--- src/rtl/mem_arb_pkg.sv ---
// rtl/mem_arb_pkg.sv - shared types and constants for the memory arbiter
// Contents: FSM state encoding, grant-owner codes, latency ceiling.
package mem_arb_pkg;

    typedef enum logic [1:0] {
        IDLE,
        ISSUE,
        WAIT,
        RESP
    } state_t;

    localparam logic OWN_FETCH = 1'b0;
    localparam logic OWN_DATA  = 1'b1;

    // Largest latency the 4-bit counter can express.
    localparam int MAX_LAT = 15;

endpackage

--- src/rtl/mem_arb_lat_cnt.sv ---
// rtl/mem_arb_lat_cnt.sv - loadable 4-bit down-counter timing the memory read latency
// Ports:
//   clk, rst  : clock, synchronous active-high reset (count -> 0)
//   load      : load load_val (takes priority over dec)
//   load_val  : value to load
//   dec       : decrement by one, saturating at zero
//   done      : high while the count is on its last step (next dec reaches zero)
module mem_arb_lat_cnt (
    input  logic       clk,
    input  logic       rst,
    input  logic       load,
    input  logic [3:0] load_val,
    input  logic       dec,
    output logic       done
);

    logic [3:0] count;

    always_ff @(posedge clk) begin
        if (rst) begin
            count <= 4'd0;
        end else if (load) begin
            count <= load_val;
        end else if (dec && (count != 4'd0)) begin
            count <= count - 4'd1;
        end
    end

    // Flag the final step so the owner can act on the same edge that takes
    // the count to zero; a load of 1 therefore gives exactly one WAIT cycle.
    assign done = (count == 4'd1);

endmodule

--- src/rtl/mem_arbiter.sv ---
// rtl/mem_arbiter.sv - two-requester arbiter for one fixed-latency memory port
// Ports:
//   clk, rst                         : clock, synchronous active-high reset
//   if_req/if_addr                   : fetch request (read-only), held until if_ack
//   if_rdata/if_ack                  : fetch read data, one-cycle completion pulse
//   d_req/d_we/d_addr/d_wdata        : load/store request, held until d_ack
//   d_rdata/d_ack                    : load data (unchanged by stores), completion pulse
//   m_en/m_we/m_addr/m_wdata/m_rdata : memory port; m_rdata valid MEM_LAT cycles after m_en
//   busy                             : high whenever the FSM is not in IDLE
// Build option: MEM_ARB_ROUND_ROBIN_EN alternates grants on simultaneous
// requests; otherwise data always wins a tie.
module mem_arbiter #(
    parameter int ADDR_W  = 32,
    parameter int DATA_W  = 32,
    parameter int MEM_LAT = 1
) (
    input  logic              clk,
    input  logic              rst,
    input  logic              if_req,
    input  logic [ADDR_W-1:0] if_addr,
    output logic [DATA_W-1:0] if_rdata,
    output logic              if_ack,
    input  logic              d_req,
    input  logic              d_we,
    input  logic [ADDR_W-1:0] d_addr,
    input  logic [DATA_W-1:0] d_wdata,
    output logic [DATA_W-1:0] d_rdata,
    output logic              d_ack,
    output logic              m_en,
    output logic              m_we,
    output logic [ADDR_W-1:0] m_addr,
    output logic [DATA_W-1:0] m_wdata,
    input  logic [DATA_W-1:0] m_rdata,
    output logic              busy
);

    import mem_arb_pkg::*;

    // Out-of-range latencies are pinned to what the counter can represent.
    localparam int LAT_CLAMP = (MEM_LAT < 1) ? 1 :
                               ((MEM_LAT > MAX_LAT) ? MAX_LAT : MEM_LAT);
    localparam logic [3:0] LAT_LOAD = 4'(LAT_CLAMP);

    state_t state;
    logic   owner;
    logic   grant_owner;
    logic   cnt_done;

`ifdef MEM_ARB_ROUND_ROBIN_EN
    logic   rr_last;
`endif

    always_comb begin
        grant_owner = d_req ? OWN_DATA : OWN_FETCH;
`ifdef MEM_ARB_ROUND_ROBIN_EN
        // On a tie, the requester that did not win last time gets the port.
        if (if_req && d_req) begin
            grant_owner = (rr_last == OWN_FETCH) ? OWN_DATA : OWN_FETCH;
        end
`endif
    end

    mem_arb_lat_cnt u_lat_cnt (
        .clk      (clk),
        .rst      (rst),
        .load     (state == ISSUE),
        .load_val (LAT_LOAD),
        .dec      (state == WAIT),
        .done     (cnt_done)
    );

    always_ff @(posedge clk) begin
        if (rst) begin
            state    <= IDLE;
            owner    <= OWN_FETCH;
            if_ack   <= 1'b0;
            d_ack    <= 1'b0;
            m_en     <= 1'b0;
            m_we     <= 1'b0;
            m_addr   <= '0;
            m_wdata  <= '0;
            if_rdata <= '0;
            d_rdata  <= '0;
`ifdef MEM_ARB_ROUND_ROBIN_EN
            rr_last  <= OWN_FETCH;
`endif
        end else begin
            if_ack <= 1'b0;
            d_ack  <= 1'b0;
            m_en   <= 1'b0;
            case (state)
                IDLE: begin
                    if (if_req || d_req) begin
                        // Latch straight into the memory-port registers so they
                        // are valid during ISSUE and hold until the next ISSUE.
                        owner <= grant_owner;
                        m_en  <= 1'b1;
                        if (grant_owner == OWN_DATA) begin
                            m_we    <= d_we;
                            m_addr  <= d_addr;
                            m_wdata <= d_wdata;
                        end else begin
                            m_we    <= 1'b0;
                            m_addr  <= if_addr;
                            m_wdata <= '0;
                        end
`ifdef MEM_ARB_ROUND_ROBIN_EN
                        rr_last <= grant_owner;
`endif
                        state <= ISSUE;
                    end
                end
                ISSUE: begin
                    state <= WAIT;
                end
                WAIT: begin
                    if (cnt_done) begin
                        // Stores complete without touching d_rdata.
                        if (!m_we) begin
                            if (owner == OWN_DATA) begin
                                d_rdata <= m_rdata;
                            end else begin
                                if_rdata <= m_rdata;
                            end
                        end
                        if (owner == OWN_DATA) begin
                            d_ack <= 1'b1;
                        end else begin
                            if_ack <= 1'b1;
                        end
                        state <= RESP;
                    end
                end
                RESP: begin
                    state <= IDLE;
                end
                default: begin
                    state <= IDLE;
                end
            endcase
        end
    end

    assign busy = (state != IDLE);

endmodule

--- config.mk ---
export PLATFORM = sky130hd
export DESIGN_NAME = mem_arbiter
export DESIGN_NICKNAME = d
export VERILOG_FILES = /design/src/rtl/mem_arb_pkg.sv /design/src/rtl/mem_arb_lat_cnt.sv /design/src/rtl/mem_arbiter.sv
export SDC_FILE = /design/constraint.sdc
export NUM_CORES = 1
export LEC_CHECK = 0
export BUFFER_PORTS_ARGS = -buffer_cell sky130_fd_sc_hd__buf_2
export CAP_MARGIN = 20
export CORE_AREA = 2 2 130 132
export CTS_CLUSTER_SIZE = 8
export DETAILED_ROUTE_END_ITERATION = 6
export DIE_AREA = 0 0 132 134
export PLACE_DENSITY = 0.67
export REMOVE_ABC_BUFFERS = 1
export SETUP_SLACK_MARGIN = 0.02
export SLEW_MARGIN = 15
export SYNTH_ARGS = -nofsm -noshare
export SYNTH_HDL_FRONTEND = slang
export SYNTH_HIERARCHICAL = 1
export SYNTH_SLANG_ARGS = --single-unit
export TNS_END_PERCENT = 20
--- constraint.sdc ---
create_clock -name clk -period 2.1 [get_ports clk]
set_input_delay 0.42 -clock clk [delete_from_list [all_inputs] [get_ports clk]]
set_output_delay 0.42 -clock clk [all_outputs]
set_load 0.03 [all_outputs]
After elaboration in Yosys (flattened, before gate mapping)
Index checks and enable logic that the tools add are counted.
{"block": "word_totals", "ff_bits": 139, "inputBits": 133, "out_inout_bits": 133, "word_cells": 49}
{"block": "classes", "add_sub_neg": 1, "n_eq_ne": 6, "n_mux": 12, "n_bitwise": 5, "reduce_logical": 13}
{"operator": "$mux W32", "count": 2}
{"operator": "$pmux W2 S4", "count": 1}
{"operator": "$reduce_and A4 Y1", "count": 2}
{"operator": "$mux W1", "count": 7}
{"operator": "$not A1 Y1", "count": 5}
{"operator": "$eq A2 B2 Y1 const B", "count": 2}
{"operator": "$eq A4 B1 Y1 const B", "count": 1}
{"operator": "$mux W2", "count": 2}
{"operator": "$ne A2 B2 Y1 const B", "count": 2}
{"operator": "$reduce_and A2 Y1", "count": 2}
{"operator": "$reduce_bool A2 Y1", "count": 2}
{"operator": "$reduce_bool A4 Y1", "count": 1}
{"operator": "$reduce_or A2 Y1", "count": 2}
{"operator": "$sub A4 B1 Y4 const B", "count": 1}
{"operator": "$reduce_or A3 Y1", "count": 1}
{"operator": "$eq A2 B1 Y1 const B", "count": 1}
{"operator": "$logic_not A2 Y1", "count": 1}
{"operator": "$logic_and A1 B1 Y1", "count": 1}
{"operator": "$logic_or A1 B1 Y1", "count": 1}

Longest topological paths before layout
{"block": "depth", "depth_word": 4, "ltp_mapped": 8, "mapped_depth_nobuf": 6}

Hierarchy
Netlist, hierarchy kept.
{"mod": "mem_arbiter", "instances": 1, "cells_per_inst": 607, "area_each_um2": 5338.9, "seq_area_each_um2": 2702.6}
{"mod": "mem_arb_lat_cnt", "instances": 1, "cells_per_inst": 33, "area_each_um2": 286.5, "seq_area_each_um2": 80.1}

Worst setup path after synthesis
Ideal clock, no wire load.
{"block": "synth_path", "path_kind": "flip-flop to flip-flop", "start": "reg u_lat_cnt.count[1]", "end": "reg d_rdata[24]", "setup_ns": 0.132, "arrival_time_ns": 1.505, "t_required_ns": 1.968, "slack_ns": 0.463, "stages_incl_launch_ff": 8, "path_buffers": 1, "period_less_slack_ns": 1.637, "path_cell_list": "dfxtp_1 inv_1 ha_1 nor3b_1 nand4b_1 clkbuf_1 nand2_1 a21oi_1"}
{"block": "synth_via", "elab_chain_cells": 2}
{"item": "from (decl)", "line": "mem_arb_lat_cnt.sv:17", "source": "logic [3:0] count;"}
{"item": "from (signal assigned)", "line": "mem_arb_lat_cnt.sv:23", "source": "count <= load_val;"}
{"item": "from (signal assigned)", "line": "mem_arb_lat_cnt.sv:25", "source": "count <= count - 4'd1;"}
{"item": "$eq A4 B1 Y1", "line": "mem_arb_lat_cnt.sv:31", "source": "assign done = (count == 4'd1);"}
{"item": "named net cnt_done", "line": "mem_arbiter.sv:47", "source": "logic cnt_done;"}
{"item": "$reduce_and A4 Y1 (no source line)"}
{"item": "to (signal assigned)", "line": "mem_arbiter.sv:121", "source": "d_rdata <= m_rdata;"}
{"item": "to (decl)", "line": "mem_arbiter.sv:27", "source": "output logic [DATA_W-1:0] d_rdata,"}
The timed path passes the listed nets, and every way through them passes these cells.
A chain may end at the register's enable or synchronous reset.

Final worst setup path
{"block": "layout_path", "start": "reg state[1]", "end": "out busy"}
{"block": "layout_via", "elab_chain_cells": 1}
{"item": "from (decl)", "line": "mem_arbiter.sv:44", "source": "state_t state;"}
{"item": "from (signal assigned)", "line": "mem_arbiter.sv:74", "source": "state <= IDLE;"}
{"item": "from (signal assigned)", "line": "mem_arbiter.sv:110", "source": "state <= ISSUE;"}
{"item": "from (signal assigned)", "line": "mem_arbiter.sv:114", "source": "state <= WAIT;"}
{"item": "$reduce_bool A2 Y1", "line": "mem_arbiter.sv:144", "source": "assign busy = (state != IDLE);"}
{"item": "to (decl)", "line": "mem_arbiter.sv:34", "source": "output logic busy"}
No other way between the ends.

==> reports/summary.txt <==
Worst Hold Class: primary input to flop
async set-reset flop share out of synthesis: 0%
static leakage: 3.52 nW
I/O Buffers: 265
commonest cells after routing, fill and taps aside: 264 x buf_2, 167 x nand2_1, 139 x dfxtp_1, 98 x a21oi_1, 36 x nor2_1
final net count: 1026
Mapped Cells: 640
Via density: 4.64
pin count of the biggest net entering global routing: 82
starting density of the core: 34.5%
area occupied by registers: 2780 um^2
Max Root-Sink Buffers: 2
Hold Vio Cnt, Final: 0
RSZ-0062 raised after global routing: true
TritonCTS buffer count: 17
Netlist Area Pre-Place: 5630 um^2
clk_lat worst skew: 0.41 ns
clk sink count: 139
clk root buf: clkbuf_16
H-tree depth: 4
Worst IR Drop VDD: 0.558 mV
Remaining DRCs: 0
Total Wirelength: 14900 um
GRT Util Overall: 16.7%
CTS tree: done
Setup-failing EPs final: 0
crit start category: flop
kind of critical path: flop to output port
Max Cap Viol: 0
Core Area: 16300 um^2
highest clock rate: 504 MHz
Iter 0 DRT Violations: 192
Die ar.: 17700 um^2
WHS: 0.251 ns
CTS clk-pin slew, worst paths: 0.06 ns
synth unique cells: 36
Max Slew Vio Count: 0
post-route ant nets: 0
hold_buf cts: 0
combined area of the multi-input logic cells: 2530 um^2
Max-slew headroom: 66.2%
Rows: 47
Die Wd: 132 um
CP max stage delay: 0.38 ns
Area Overhead vs Synth: 38.7%
GPL Wtd Cong: 0.780
Via Count: 5193
Setup Skew: 0.00438 ns
GRT overflow: 0
Arr. time, crit path: 1.56 ns
Crit path required time: 1.68 ns
vias in the first global route: 4952
Post-CTS Setup Inserts: 0
Worst path most repeated cell: inv_1
CP Cell Sequence: inv_1, ha_1, buf_4, inv_1, buf_2
sequential area share after synthesis: 49.5%
commonest non-fill, non-tap cell in the layout: buf_2
FILL cells: 1588
Overall Power: 9.60 mW
initial antenna violation count: 1
worst path bufs/invs: 4
Syn Area/Cell: 8.79 um^2
outcome: complete, no violations
share of layout cells above drive strength 1: 38.7%
Setup crit end kind: output port
Die H: 134 um
Synth warnings: 6
Pwr per Cell Area: 1230 nW/um^2
Post-synth EDFFs: 0
DP HPWL: 10500 um
final worst-path cycle share: 94.5%
Worst-Margin Slew: 0.506 ns
CP delay by family, top: buffers and inverters
post-DR wirelength/cell: 13.3 um
first-pass GRT wire length: 24000 um
min Tclk post-route: 1.98 ns
# IOs: 266
Primary FF master, synth: dfxtp_1
DRT Pass-1 Iters: 6
Yosys reg bits: 139
Slowest-stage cell, CP: dfxtp_1
CP max FO: 17
## timing repair
| item | in CTS | in global routing |
|---|---|---|
| endpoints found under the setup margin | 0 | 4 |
| gates resized for setup | 0 | 1 |
| hold endpoints to repair | 0 | 0 |
## layer usage
layer  part of all wire [%]  global-route usage, %  vias to the layer above
li1                       -                      -                     2660
met3                    4.3                   3.67                       32
met5                      0                      0                        -
met1                     43                   19.5                     2355
met2                     50                   28.9                      146
met4                    3.0                   8.39                        0
## cell type report
class	instances	area share [%]
Multi-Input combinational cell	443	32.5
Clock inverter	14	3.42
Timing Repair Buffer	278	19.1
Antenna cell	1	0.0321
Inverter	7	0.337
Clock buffer	18	5.50
Sequential cell	139	35.7
Tap cell	220	3.53
## synthesized netlist by cell type, types with 2 or more instances
cell,number,area share (%)
nor2_1,36,2.4
nor3b_1,2,0.27
nand3_1,33,2.9
clkbuf_1,13,0.87
buf_6,5,1.0
buf_4,10,1.3
ha_1,7,1.6
buf_1,6,0.40
a21oi_1,98,8.7
mux2i_1,32,5.7
a211oi_2,32,7.1
nor3_1,5,0.44
o41ai_1,2,0.31
a2111oi_2,2,0.53
nor2b_1,5,0.56
inv_1,7,0.47
and4b_1,2,0.36
buf_2,19,1.7
conb_1,2,0.13
o21ai_0,2,0.18
dfxtp_1,139,49
nand2_1,167,11
## power breakdown
group / switching [mW] / internal, mW / leakage [nW]
logic: 1.92 / 0.974 / 2.05
clock network: 1.15 / 2.36 / 0.335
registers: 0.192 / 3.01 / 1.13
## sequential cells by signal, summed over array words and instances (netlist names)
register and cells:
d_ack 1, d_rdata 32, if_ack 1, if_rdata 32, m_addr 32, m_en 1
m_wdata 32, m_we 1, owner 1, state 2, u_lat_cnt/count 4
## logic make-up (layout without fill, tap and decap cells)
group | Yosys count | in the layout | share of synthesized area, %
AO/OA/AOI/OAI | 142 | 142 | 17.9
adder cells (fa/ha/maj) | 7 | 7 | 1.56
buffers and inverters | 60 | 317 | 5.76
flip-flops | 139 | 139 | 49.5
multiplexers | 32 | 32 | 5.69
other | 2 | 5 | 0.134
AND/OR/NAND/NOR | 258 | 258 | 19.5
## stage by stage
stage | cells | cell area [um^2] | worst slack [ns] | setup TNS (ns) | util (%)
2_1_floorplan | 589 | 5340 | -1.17 | -38.13 | -
3_3_place_gp | 1087 | 7100 | 0.351 | 0 | 43.6
3_5_place_dp | 1087 | 7100 | 0.268 | 0 | 43.6
4_1_cts | 1119 | 7800 | 0.0831 | 0 | 47.9
5_1_grt | 1120 | 7800 | 0.00732 | 0 | 47.9
6_report | 1120 | 7800 | 0.116 | 0 | 47.9
## worst register-to-register path, delay by kind of cell, from the launching register on
family,cells,cell delay [ns]
AND/OR/NAND/NOR,3,0.94
flip-flops,1,0.34
adder cells (fa/ha/maj),1,0.18
buffers and inverters,1,0.10
## final timing paths
check                           from                  to  slack, ns  cells past startpoint
setup / recovery            state[1]                busy       0.12                      5
hold / removal           m_rdata[11]        if_rdata[11]       0.25                      3
setup reg to reg  u_lat_cnt/count[0]  u_lat_cnt/count[0]       0.43                      5
hold reg to reg          m_wdata[17]         m_wdata[17]       0.45                      2
Power figures use the tool's default switching activity.
